## src/rtl/dds_pkg.sv

```systemverilog
// Shared types and constants for the DDS sweep controller: mode and sweep-state
// enums, the fixed frequency and the built-in preset sweep.
package dds_pkg;

  typedef enum logic [1:0] {
    ModeFixed  = 2'd0,
    ModeExt    = 2'd1,
    ModePreset = 2'd2
  } mode_e;

  typedef enum logic [1:0] {
    SwStopped = 2'd0,
    SwRun     = 2'd1,
    SwPaused  = 2'd2
  } sweep_e;

  localparam int unsigned FIX_FREQ = 34300;
  localparam int unsigned P_START  = 34300;
  localparam int unsigned P_END    = 3430000;
  localparam int unsigned P_STEP0  = 8575;
  localparam int unsigned P_STEP1  = 452760;
  localparam int unsigned P_NSLOW  = 20;
  localparam int unsigned P_CYCLE  = 93_750_000;

  function automatic mode_e next_mode(input mode_e m);
    case (m)
      ModeFixed: return ModeExt;
      ModeExt:   return ModePreset;
      default:   return ModeFixed;
    endcase
  endfunction

endpackage

```

## src/rtl/key_debounce.sv

```systemverilog
// Raw active-low key: 2-FF synchroniser, stability debouncer, one-clock press
// pulse on the debounced 1->0 edge.
module key_debounce #(
  parameter int unsigned DEB_CYC = 1_000_000
) (
  input  logic clk,
  input  logic rst_n,
  input  logic key,
  output logic press
);

  localparam int unsigned CntW = $clog2(DEB_CYC + 1);

  logic [1:0]      sync_q;
  logic            deb_q, deb_d;
  logic [CntW-1:0] cnt_q, cnt_d;
  logic            press_q;

  always_ff @(posedge clk or negedge rst_n) begin
    if (!rst_n) begin
      sync_q  <= 2'b11;
      deb_q   <= 1'b1;
      cnt_q   <= '0;
      press_q <= 1'b0;
    end else begin
      sync_q  <= {sync_q[0], key};
      deb_q   <= deb_d;
      cnt_q   <= cnt_d;
      press_q <= deb_q & ~deb_d;
    end
  end

  // Accept the new level only after DEB_CYC consecutive clocks of disagreement.
  always_comb begin
    deb_d = deb_q;
    cnt_d = '0;
    if (sync_q[1] != deb_q) begin
      if (cnt_q == CntW'(DEB_CYC - 1)) begin
        deb_d = sync_q[1];
      end else begin
        cnt_d = cnt_q + 1'b1;
      end
    end
  end

  assign press = press_q;

endmodule

```

## src/rtl/sweep_ctrl.sv

```systemverilog
// DDS frequency sweep controller: mode FSM (fixed/external/preset), sweep FSM
// with dwell timing and end clamping, and waveform select, all driven by keys.
module sweep_ctrl
  import dds_pkg::*;
#(
  parameter int unsigned FW         = 32,
  parameter int unsigned CW         = 32,
  parameter int unsigned DEB_CYC    = 1_000_000,
  parameter int unsigned N_WAVE     = 3,
  parameter int unsigned PRESET_CYC = P_CYCLE
) (
  input  logic              clk,
  input  logic              rst_n,
  input  logic              key_mode,
  input  logic              key_wave,
  input  logic              key_run,
  input  logic [FW-1:0]     cfg_start,
  input  logic [FW-1:0]     cfg_end,
  input  logic [FW-1:0]     cfg_step,
  input  logic [CW-1:0]     cfg_cycle,
  input  logic              cfg_loop,
  output logic [FW-1:0]     fre_k,
  output logic [N_WAVE-1:0] sel_wave,
  output logic [1:0]        mode,
  output logic              sweeping,
  output logic              sweep_done
);

  localparam int unsigned WaveW = (N_WAVE > 1) ? $clog2(N_WAVE) : 1;
  localparam int unsigned NsW   = $clog2(P_NSLOW + 1);

  logic mode_p, wave_p, run_p;

  key_debounce #(.DEB_CYC(DEB_CYC)) u_deb_mode (.clk(clk), .rst_n(rst_n), .key(key_mode),
                                                .press(mode_p));
  key_debounce #(.DEB_CYC(DEB_CYC)) u_deb_wave (.clk(clk), .rst_n(rst_n), .key(key_wave),
                                                .press(wave_p));
  key_debounce #(.DEB_CYC(DEB_CYC)) u_deb_run  (.clk(clk), .rst_n(rst_n), .key(key_run),
                                                .press(run_p));

  mode_e       mode_q, mode_d;
  sweep_e      sw_q, sw_d;
  logic [FW-1:0] fre_q, fre_d, start_q, start_d, end_q, end_d, step_q, step_d;
  logic [CW-1:0] cycle_q, cycle_d, dwell_q, dwell_d;
  logic          loop_q, loop_d, done_q, done_d;
  logic [NsW-1:0]   nslow_q, nslow_d;
  logic [WaveW-1:0] wave_q, wave_d;
  logic [N_WAVE-1:0] sel_q, sel_d;

  logic [CW-1:0] cycle_eff;
  logic [FW-1:0] step_eff;
  logic [FW:0]   sum;
  logic          tick;

  always_ff @(posedge clk or negedge rst_n) begin
    if (!rst_n) begin
      mode_q  <= ModeFixed;
      sw_q    <= SwStopped;
      fre_q   <= FW'(FIX_FREQ);
      start_q <= '0;
      end_q   <= '0;
      step_q  <= '0;
      cycle_q <= '0;
      loop_q  <= 1'b0;
      dwell_q <= '0;
      nslow_q <= '0;
      done_q  <= 1'b0;
      wave_q  <= '0;
      sel_q   <= ~N_WAVE'(1);
    end else begin
      mode_q  <= mode_d;
      sw_q    <= sw_d;
      fre_q   <= fre_d;
      start_q <= start_d;
      end_q   <= end_d;
      step_q  <= step_d;
      cycle_q <= cycle_d;
      loop_q  <= loop_d;
      dwell_q <= dwell_d;
      nslow_q <= nslow_d;
      done_q  <= done_d;
      wave_q  <= wave_d;
      sel_q   <= sel_d;
    end
  end

  // A zero dwell is treated as one clock per step.
  assign cycle_eff = (cycle_q == '0) ? CW'(1) : cycle_q;
  assign tick      = (dwell_q == cycle_eff - CW'(1));
  assign step_eff  = (mode_q != ModePreset) ? step_q :
                     (nslow_q < NsW'(P_NSLOW)) ? FW'(P_STEP0) : FW'(P_STEP1);
  assign sum       = {1'b0, fre_q} + {1'b0, step_eff};

  always_comb begin
    mode_d  = mode_q;
    sw_d    = sw_q;
    fre_d   = fre_q;
    start_d = start_q;
    end_d   = end_q;
    step_d  = step_q;
    cycle_d = cycle_q;
    loop_d  = loop_q;
    dwell_d = dwell_q;
    nslow_d = nslow_q;
    done_d  = 1'b0;

    // Mode press has priority and aborts any sweep; a coincident run press is dropped.
    if (mode_p) begin
      mode_d  = next_mode(mode_q);
      sw_d    = SwStopped;
      dwell_d = '0;
      nslow_d = '0;
      unique case (mode_d)
        ModeExt: begin
          start_d = cfg_start;
          end_d   = cfg_end;
          step_d  = cfg_step;
          cycle_d = cfg_cycle;
          loop_d  = cfg_loop;
          fre_d   = cfg_start;
        end
        ModePreset: begin
          start_d = FW'(P_START);
          end_d   = FW'(P_END);
          step_d  = FW'(P_STEP0);
          cycle_d = CW'(PRESET_CYC);
          loop_d  = 1'b0;
          fre_d   = FW'(P_START);
        end
        default: fre_d = FW'(FIX_FREQ);
      endcase
    end else if (run_p && (mode_q != ModeFixed)) begin
      unique case (sw_q)
        SwStopped: begin
          sw_d    = SwRun;
          dwell_d = '0;
          nslow_d = '0;
          if (mode_q == ModeExt) begin
            start_d = cfg_start;
            end_d   = cfg_end;
            step_d  = cfg_step;
            cycle_d = cfg_cycle;
            loop_d  = cfg_loop;
            fre_d   = cfg_start;
          end else begin
            fre_d = start_q;
          end
        end
        SwRun:    sw_d = SwPaused;
        SwPaused: sw_d = SwRun;
        default:  sw_d = SwStopped;
      endcase
    end else if (sw_q == SwRun) begin
      dwell_d = tick ? '0 : dwell_q + CW'(1);
      if (tick) begin
        if (nslow_q < NsW'(P_NSLOW)) nslow_d = nslow_q + NsW'(1);
        if (fre_q < end_q) begin
          fre_d = (sum[FW] || (sum[FW-1:0] > end_q)) ? end_q : sum[FW-1:0];
        end else if (loop_q) begin
          fre_d = start_q;
        end else begin
          sw_d   = SwStopped;
          done_d = 1'b1;
        end
      end
    end
  end

  always_comb begin
    wave_d = wave_q;
    if (wave_p) begin
      wave_d = (wave_q == WaveW'(N_WAVE - 1)) ? '0 : wave_q + WaveW'(1);
    end
    sel_d = ~(N_WAVE'(1) << wave_d);
  end

  assign fre_k      = fre_q;
  assign sel_wave   = sel_q;
  assign mode       = mode_q;
  assign sweeping   = (sw_q == SwRun);
  assign sweep_done = done_q;

endmodule

```

## config.mk

```make
export PLATFORM = sky130hd
export DESIGN_NAME = sweep_ctrl
export DESIGN_NICKNAME = d
export VERILOG_FILES = /design/src/rtl/dds_pkg.sv /design/src/rtl/key_debounce.sv /design/src/rtl/sweep_ctrl.sv
export SDC_FILE = /design/constraint.sdc
export NUM_CORES = 1
export LEC_CHECK = 0
export ABC_CLOCK_PERIOD_IN_PS = 7000
export CELL_PAD_IN_SITES_DETAIL_PLACEMENT = 1
export CELL_PAD_IN_SITES_GLOBAL_PLACEMENT = 1
export CORE_MARGIN = 2
export CORE_UTILIZATION = 44
export DETAILED_ROUTE_END_ITERATION = 6
export PLACE_DENSITY = 0.87
export SLEW_MARGIN = 15
export SYNTH_ARGS = -nofsm -noshare
export SYNTH_HDL_FRONTEND = slang
export SYNTH_HIERARCHICAL = 1
export SYNTH_SLANG_ARGS = --single-unit
```

## constraint.sdc

```tcl
create_clock -name clk -period 7 [get_ports clk]
set_input_delay 1.4 -clock clk [delete_from_list [all_inputs] [get_ports clk]]
set_output_delay 1.4 -clock clk [all_outputs]
set_load 0.02 [all_outputs]
```

* Yosys cells after proc, flatten, opt, wreduce, memory -nomap -nowiden
Cells that the tools add are included.
W data, S select, Z words.
** Cells by class
- Add/subtract/negate cells :: 8
- $lt $le $gt $ge :: 3
- Equality and inequality tests :: 18
- Shift-type cells :: 1
- Mux-type cells :: 76
- Bitwise operators :: 7
- Reductions and logical operators :: 20
** Operator list (number)
- $mux W32 :: 31
- $pmux W32 S2 :: 4
- $mux W20 :: 6
- $add A20 B1 Y20 const B :: 3
- $eq A20 B20 Y1 const B :: 3
- $add A32 B32 Y33 :: 1
- $add A32 B1 Y32 const B :: 1
- $eq A32 B32 Y1 :: 1
- $gt A32 B32 Y1 :: 1
- $logic_not A32 Y1 :: 1
- $lt A32 B32 Y1 :: 1
- $sub A32 B1 Y32 const B :: 1
- $mux W5 :: 6
- $mux W19 :: 1
- $mux W2 :: 9
- $mux W1 :: 16
- $reduce_and A4 Y1 :: 4
- $reduce_bool A3 Y1 :: 3
- $pmux W2 S2 :: 2
- $reduce_bool A2 Y1 :: 4
- $eq A2 B1 Y1 const B :: 3
- $eq A2 B2 Y1 const B :: 3
- $ne A3 B1 Y1 const B :: 2
- $add A5 B1 Y5 const B :: 1
- 18 further kinds :: 25
** Storage, ports and cells
- Flip-flop bits (word level) :: 280
- Bits of input ports :: 134
- Logic and storage cells :: 158

* Longest topological paths before layout
- Depth after elaboration :: 12
- Mapped depth :: 27
- Mapped depth without buffers :: 23

* By module
The synthesis kept the hierarchy.
** By module, submodules not included
- sweep_ctrl :: instances 1, cells each 1860, area an instance 15098.2 µm²
- key_debounce :: instances 3, cells each 114, area an instance 1144.8 µm²

* Worst setup path after synthesis
Ideal clock, no wire load.
- Kind :: reg-to-reg
- Start point :: register mode_q[1] (netlist: mode[1])
- End point :: register fre_q[16] (netlist: fre_k[16])
- Library setup time :: 0.065 ns
- Data arrival time :: 5.731 ns
- Setup slack :: 1.204 ns
- Cell stages (with the launch flop) :: 25
- Buffers on the path :: 5
- Cells stage by stage :: dfrtp_1 clkbuf_1 nor2b_1 clkbuf_1 nor2b_1 ha_1 clkbuf_1 a21oi_1 o21a_1 nor3b_1 a2111oi_0 nor2_1 xnor2_1 ha_1 and4_1 nand3_1 nor4_1 a21oi_1 a221oi_1 o21a_1 clkbuf_1 buf_1 nand3_1 a31oi_1 o22a_1
** On the way
- Word-level cells in the longest chain between the ends :: 11
** Ends and longest elaborated chain
- from (decl) :: RTL line sweep_ctrl.sv:41 : mode_e mode_q, mode_d;
- from (signal assigned) :: RTL line sweep_ctrl.sv:57 : mode_q <= ModeFixed;
- from (signal assigned) :: RTL line sweep_ctrl.sv:71 : mode_q <= mode_d;
- $ne A2 B2 Y1 :: RTL line sweep_ctrl.sv:90 : assign step_eff = (mode_q != ModePreset) ? step_q :
- $mux W32 :: RTL line sweep_ctrl.sv:90
- $add A32 B32 Y33 :: RTL line sweep_ctrl.sv:92 : assign sum = {1'b0, fre_q} + {1'b0, step_eff};
- $gt A32 B32 Y1 :: RTL line sweep_ctrl.sv:158 : fre_d = (sum[FW] || (sum[FW-1:0] > end_q)) ? end_q : sum[FW-1:0];
- $logic_or A1 B1 Y1 :: RTL line sweep_ctrl.sv:158
- $mux W32 :: RTL line sweep_ctrl.sv:158
- $mux W32 :: RTL line sweep_ctrl.sv:157 : if (fre_q < end_q) begin
- $mux W32 :: RTL line sweep_ctrl.sv:155 : if (tick) begin
- $mux W32 :: RTL line sweep_ctrl.sv:153 : end else if (sw_q == SwRun) begin
- $mux W32 :: RTL line sweep_ctrl.sv:132 : end else if (run_p && (mode_q != ModeFixed)) begin
- $mux W32 :: RTL line sweep_ctrl.sv:108 : if (mode_p) begin
- to (signal assigned) :: RTL line sweep_ctrl.sv:59 : fre_q <= FW'(FIX_FREQ);
- to (signal assigned) :: RTL line sweep_ctrl.sv:73 : fre_q <= fre_d;
- to (decl) :: RTL line sweep_ctrl.sv:43 : logic [FW-1:0] fre_q, fre_d, start_q, start_d, end_q, end_d, step_q, step_d;
Parallel ways exist; a longest one is shown, timed or not. The select of a mux whose other input is x is not followed.
A chain may end at the register's enable or synchronous reset.

* Worst setup path in the final report
- Start point :: register nslow_q[2]
- End point :: register fre_q[12] (netlist: fre_k[12])
** On the way
- Word-level cells in the longest chain between the ends :: 12
** Ends and longest elaborated chain
- from (decl) :: RTL line sweep_ctrl.sv:46 : logic [NsW-1:0] nslow_q, nslow_d;
- from (signal assigned) :: RTL line sweep_ctrl.sv:80 : nslow_q <= nslow_d;
- $lt A5 B5 Y1 (*) :: RTL line sweep_ctrl.sv:91 : (nslow_q < NsW'(P_NSLOW)) ? FW'(P_STEP0) : FW'(P_STEP1);
- $mux W19 (*) :: RTL line sweep_ctrl.sv:91
- $mux W32 (*) :: RTL line sweep_ctrl.sv:90
- $add A32 B32 Y33 (*) :: RTL line sweep_ctrl.sv:92
- $gt A32 B32 Y1 :: RTL line sweep_ctrl.sv:158
- $logic_or A1 B1 Y1 :: RTL line sweep_ctrl.sv:158
- $mux W32 (*) :: RTL line sweep_ctrl.sv:158
- $mux W32 (*) :: RTL line sweep_ctrl.sv:157
- $mux W32 (*) :: RTL line sweep_ctrl.sv:155
- $mux W32 (*) :: RTL line sweep_ctrl.sv:153
- $mux W32 (*) :: RTL line sweep_ctrl.sv:132
- $mux W32 (*) :: RTL line sweep_ctrl.sv:108
Mark *: on every way between the ends. The rest lies on a longest branch, timed or not. The select of a mux whose other input is x is not followed.

==> flow_summary.json <==
{
  "vias": 17900,
  "fin_skew_ps": 19.6,
  "firstDrtPassIters": 6,
  "clk_pin_slew_ps": 60,
  "muxShareOfSynthArea": 0.00783,
  "grt_pass1_wl_mm": 103,
  "initial_utilization": 0.444,
  "yosys_register_bits": 280,
  "slowest_delay_ps": 480,
  "p_comb_frac": 0.039,
  "die_area_um2": 43800,
  "start_kind": "flop",
  "ctsResizeCount": 0,
  "grt_pass1_vias": 18900,
  "synth_compound_area_frac": 0.197,
  "synth.top_cell.area_share": 0.351,
  "rows": 75,
  "overflow": 0,
  "cpLargestDelayFamily": "compound AO/OA/AOI/OAI gates",
  "ant_nets": 0,
  "holdWs_ps": 357,
  "antenna_found_initial": 4,
  "coreArea_um2": 41800,
  "die_h_um": 209,
  "cts.sinks": 280,
  "ys.flop_type": "dfrtp_1",
  "cp_cell_sequence": "o21ai_1 -> nor2_2 -> nor2_1 -> ha_1 -> inv_1 -> fa_1 -> nand2b_1 -> a21oi_1 -> o221ai_1 -> a211oi_1 -> nor3_1 -> xnor2_1 -> ha_1 -> and4_1 -> nand3_1 -> nor4_1 -> a21oi_1 -> a221oi_1 -> o21a_1 -> buf_4 -> a211oi_1 -> or3_1 -> a31oi_1",
  "fillers": 4919,
  "ctsHoldBuffers": 0,
  "worstHoldPathCells": 0,
  "synth-warning-count": 6,
  "drv_slew": 0,
  "synth_cell_types": 90,
  "r2r_setup_slack_ps": 490,
  "synthesis.area_um2": 18500,
  "cts_tree": "yes",
  "synth_area_leader_cell": "dfrtp_1",
  "hold_viol_final": 0,
  "end_kind": "flop",
  "synth_edf_count": 0,
  "clock_latency_ps": 550,
  "crit_buf_inv": 2,
  "setup_viol": 0,
  "wl_mm": 65.4,
  "p_switching_mw": 0.795,
  "yosys.area_share.simple": 0.246,
  "vdd_drop_max_mv": 0.179,
  "io_pins": 173,
  "grt_max_degree": 166,
  "synth_cells": 2202,
  "crit_slowest_cell": "nor4_1",
  "place.detailed.hpwl_mm": 48.1,
  "syn_avg_cell_area_um2": 8.42,
  "layout_common_cells": "nand2_1 (270), dfrtp_1 (260), nor2_1 (221)",
  "p_sw_frac": 0.222,
  "p_clk_frac": 0.506,
  "synth.net_count": 2438,
  "die_x_um": 209,
  "cp.arrival_ps": 6970,
  "fin_crit_ps": 6510,
  "drt_iter0_markers": 1263,
  "path_class": "reg2reg",
  "viasPerCell": 6.25,
  "p_per_area_nw_per_um2": 165,
  "syn2layout_area_growth_pct": 17.5,
  "synth-xor-area-share": 0.0558,
  "r2r_cells": 23,
  "routedWlPerCell_um": 22.8,
  "crit_cells": 23,
  "drive_gt1_frac": 0.0714,
  "h-tree-depth": 2,
  "maxCapViolations": 0,
  "fmax_ghz": 0.154,
  "gp_congestion": 0.964,
  "critPathRequiredTime_ps": 7460,
  "post-cts-setup-buffers": 0,
  "timing.final.crit_share": 0.930,
  "tightest_slew_ps": 1020,
  "hold_path.class": "reg2reg",
  "clock_path_buffers": 3,
  "fin_setup_tns_ps": 0,
  "internal_power_mw": 2.79,
  "path_max_fanout": 15,
  "synth_fa_ha_area_frac": 0.0693,
  "synth_top_cells_by_area": "dfrtp_1 (35%), ha_1 (6.8%), nand2_1 (5.5%)",
  "post-route-drc-count": 0,
  "final_nets": 2539,
  "pwr-share-seq": 0.455,
  "track_usage": 0.298,
  "cellLeakagePower_nw": 9.02,
  "clock-root-buffer": "clkbuf_16",
  "numCtsBuffers": 34,
  "synth_top_family_by_area": "simple AND/OR/NAND/NOR gates",
  "async_flop_share": 1.00,
  "portBuffers": 172,
  "maxSlewHeadroom": 0.321,
  "yosysSeqAreaShare": 0.379,
  "rsz0062_at_grt": "false",
  "status": "complete, no violations",
  "layout_commonest_cell": "nand2_1"
}
==> Yosys cell counts (6+ instances only) <==
cell type / number
or3_1: 20
nor2_1: 223
nor3b_1: 9
clkbuf_1: 104
a21o_1: 35
and3_1: 24
mux2i_1: 10
a31oi_1: 37
a21oi_1: 84
or4_1: 28
o22a_1: 11
nand2b_1: 15
xor2_1: 52
nand3_1: 138
inv_1: 75
nand4b_1: 6
o22ai_1: 12
xnor2_1: 66
o211ai_1: 26
and2_1: 10
o2111ai_1: 7
a221o_1: 22
a2111oi_0: 7
o21ai_1: 12
dfrtp_1: 260
a22oi_1: 23
ha_1: 101
nor2b_1: 27
nor3_1: 41
nand4_1: 37
dfstp_2: 20
nor4_1: 27
buf_2: 18
or3_2: 9
o21ai_0: 146
o21a_1: 13
a211oi_1: 23
or2_2: 15
nand2_1: 271
o31ai_1: 27
==> kinds of logic after synthesis <==
family	Yosys count
buf+inv	208
fa+ha+maj	102
simple gates	934
mux	14
xor+xnor	118
compound gates	546
flops	280
==> power groups by stage <==
stage / Sequential (mW) / Clock [mW] / Combinational, mW
3_3_place_gp: 1.66 / 0 / 0.137
3_5_place_dp: 1.66 / 0 / 0.139
4_1_cts: 1.63 / 1.85 / 0.140
6_report: 1.63 / 1.82 / 0.138
2_1_floorplan: 1.66 / 0 / 0.0145
5_1_grt: 1.63 / 1.91 / 0.151
==> routing by layer <==
metal,GRT usage,vias to the layer above,share of wire
met5,0,-,0.00020
met2,0.496,602,0.48
li1,-,8179,-
met1,0.384,8978,0.42
met3,0.0523,153,0.064
met4,0.121,2,0.035
==> sequential cells by signal, indices dropped and copies added, names as in the netlist, 3 cells and up <==
name              flops
u_deb_wave/cnt_q     20
u_deb_run/cnt_q      20
dwell_q              32
start_q              32
end_q                32
cycle_q              32
fre_k                32
nslow_q               5
u_deb_mode/cnt_q     20
step_q               32
sel_wave              3
==> final timing paths <==
path                                            from                   end
worst max register to register            nslow_q[2]             fre_k[12]
worst max-delay path                      nslow_q[2]             fre_k[12]
worst min-delay path            u_deb_mode/sync_q[0]  u_deb_mode/sync_q[1]
min in group asynchronous                      rst_n           cycle_q[10]
max in group asynchronous                      rst_n             wave_q[1]
worst min register to register  u_deb_mode/sync_q[0]  u_deb_mode/sync_q[1]
==> area by class of cell <==
| type | instances | area (um^2) | share of cell area |
|---|---|---|---|
| Timing Repair Buffer | 198 | 1930 | 0.0889 |
| Clock inverter | 8 | 123 | 0.00563 |
| Clock buffer | 51 | 996 | 0.0458 |
| Multi-Input combinational cell | 1714 | 10700 | 0.492 |
| Tap cell | 539 | 674 | 0.0310 |
| Antenna cell | 3 | 7.51 | 0.000345 |
| Sequential cell | 280 | 7030 | 0.323 |
| Inverter | 75 | 282 | 0.0129 |
==> per-stage QoR <==
step | total power [mW] | utilization | setup WS [ps] | cell area, um^2 | std cells
after floorplan | 1.68 | - | 1200 | 18500 | 2202
after global placement | 1.80 | 0.494 | 598 | 20600 | 2806
after detailed placement | 1.80 | 0.494 | 203 | 20600 | 2806
after CTS | 3.63 | 0.521 | 94.9 | 21700 | 2865
after global routing | 3.69 | 0.521 | 96.8 | 21800 | 2867
final | 3.59 | 0.521 | 487 | 21800 | 2868
Note: power is estimated with default switching activity, not from simulation.
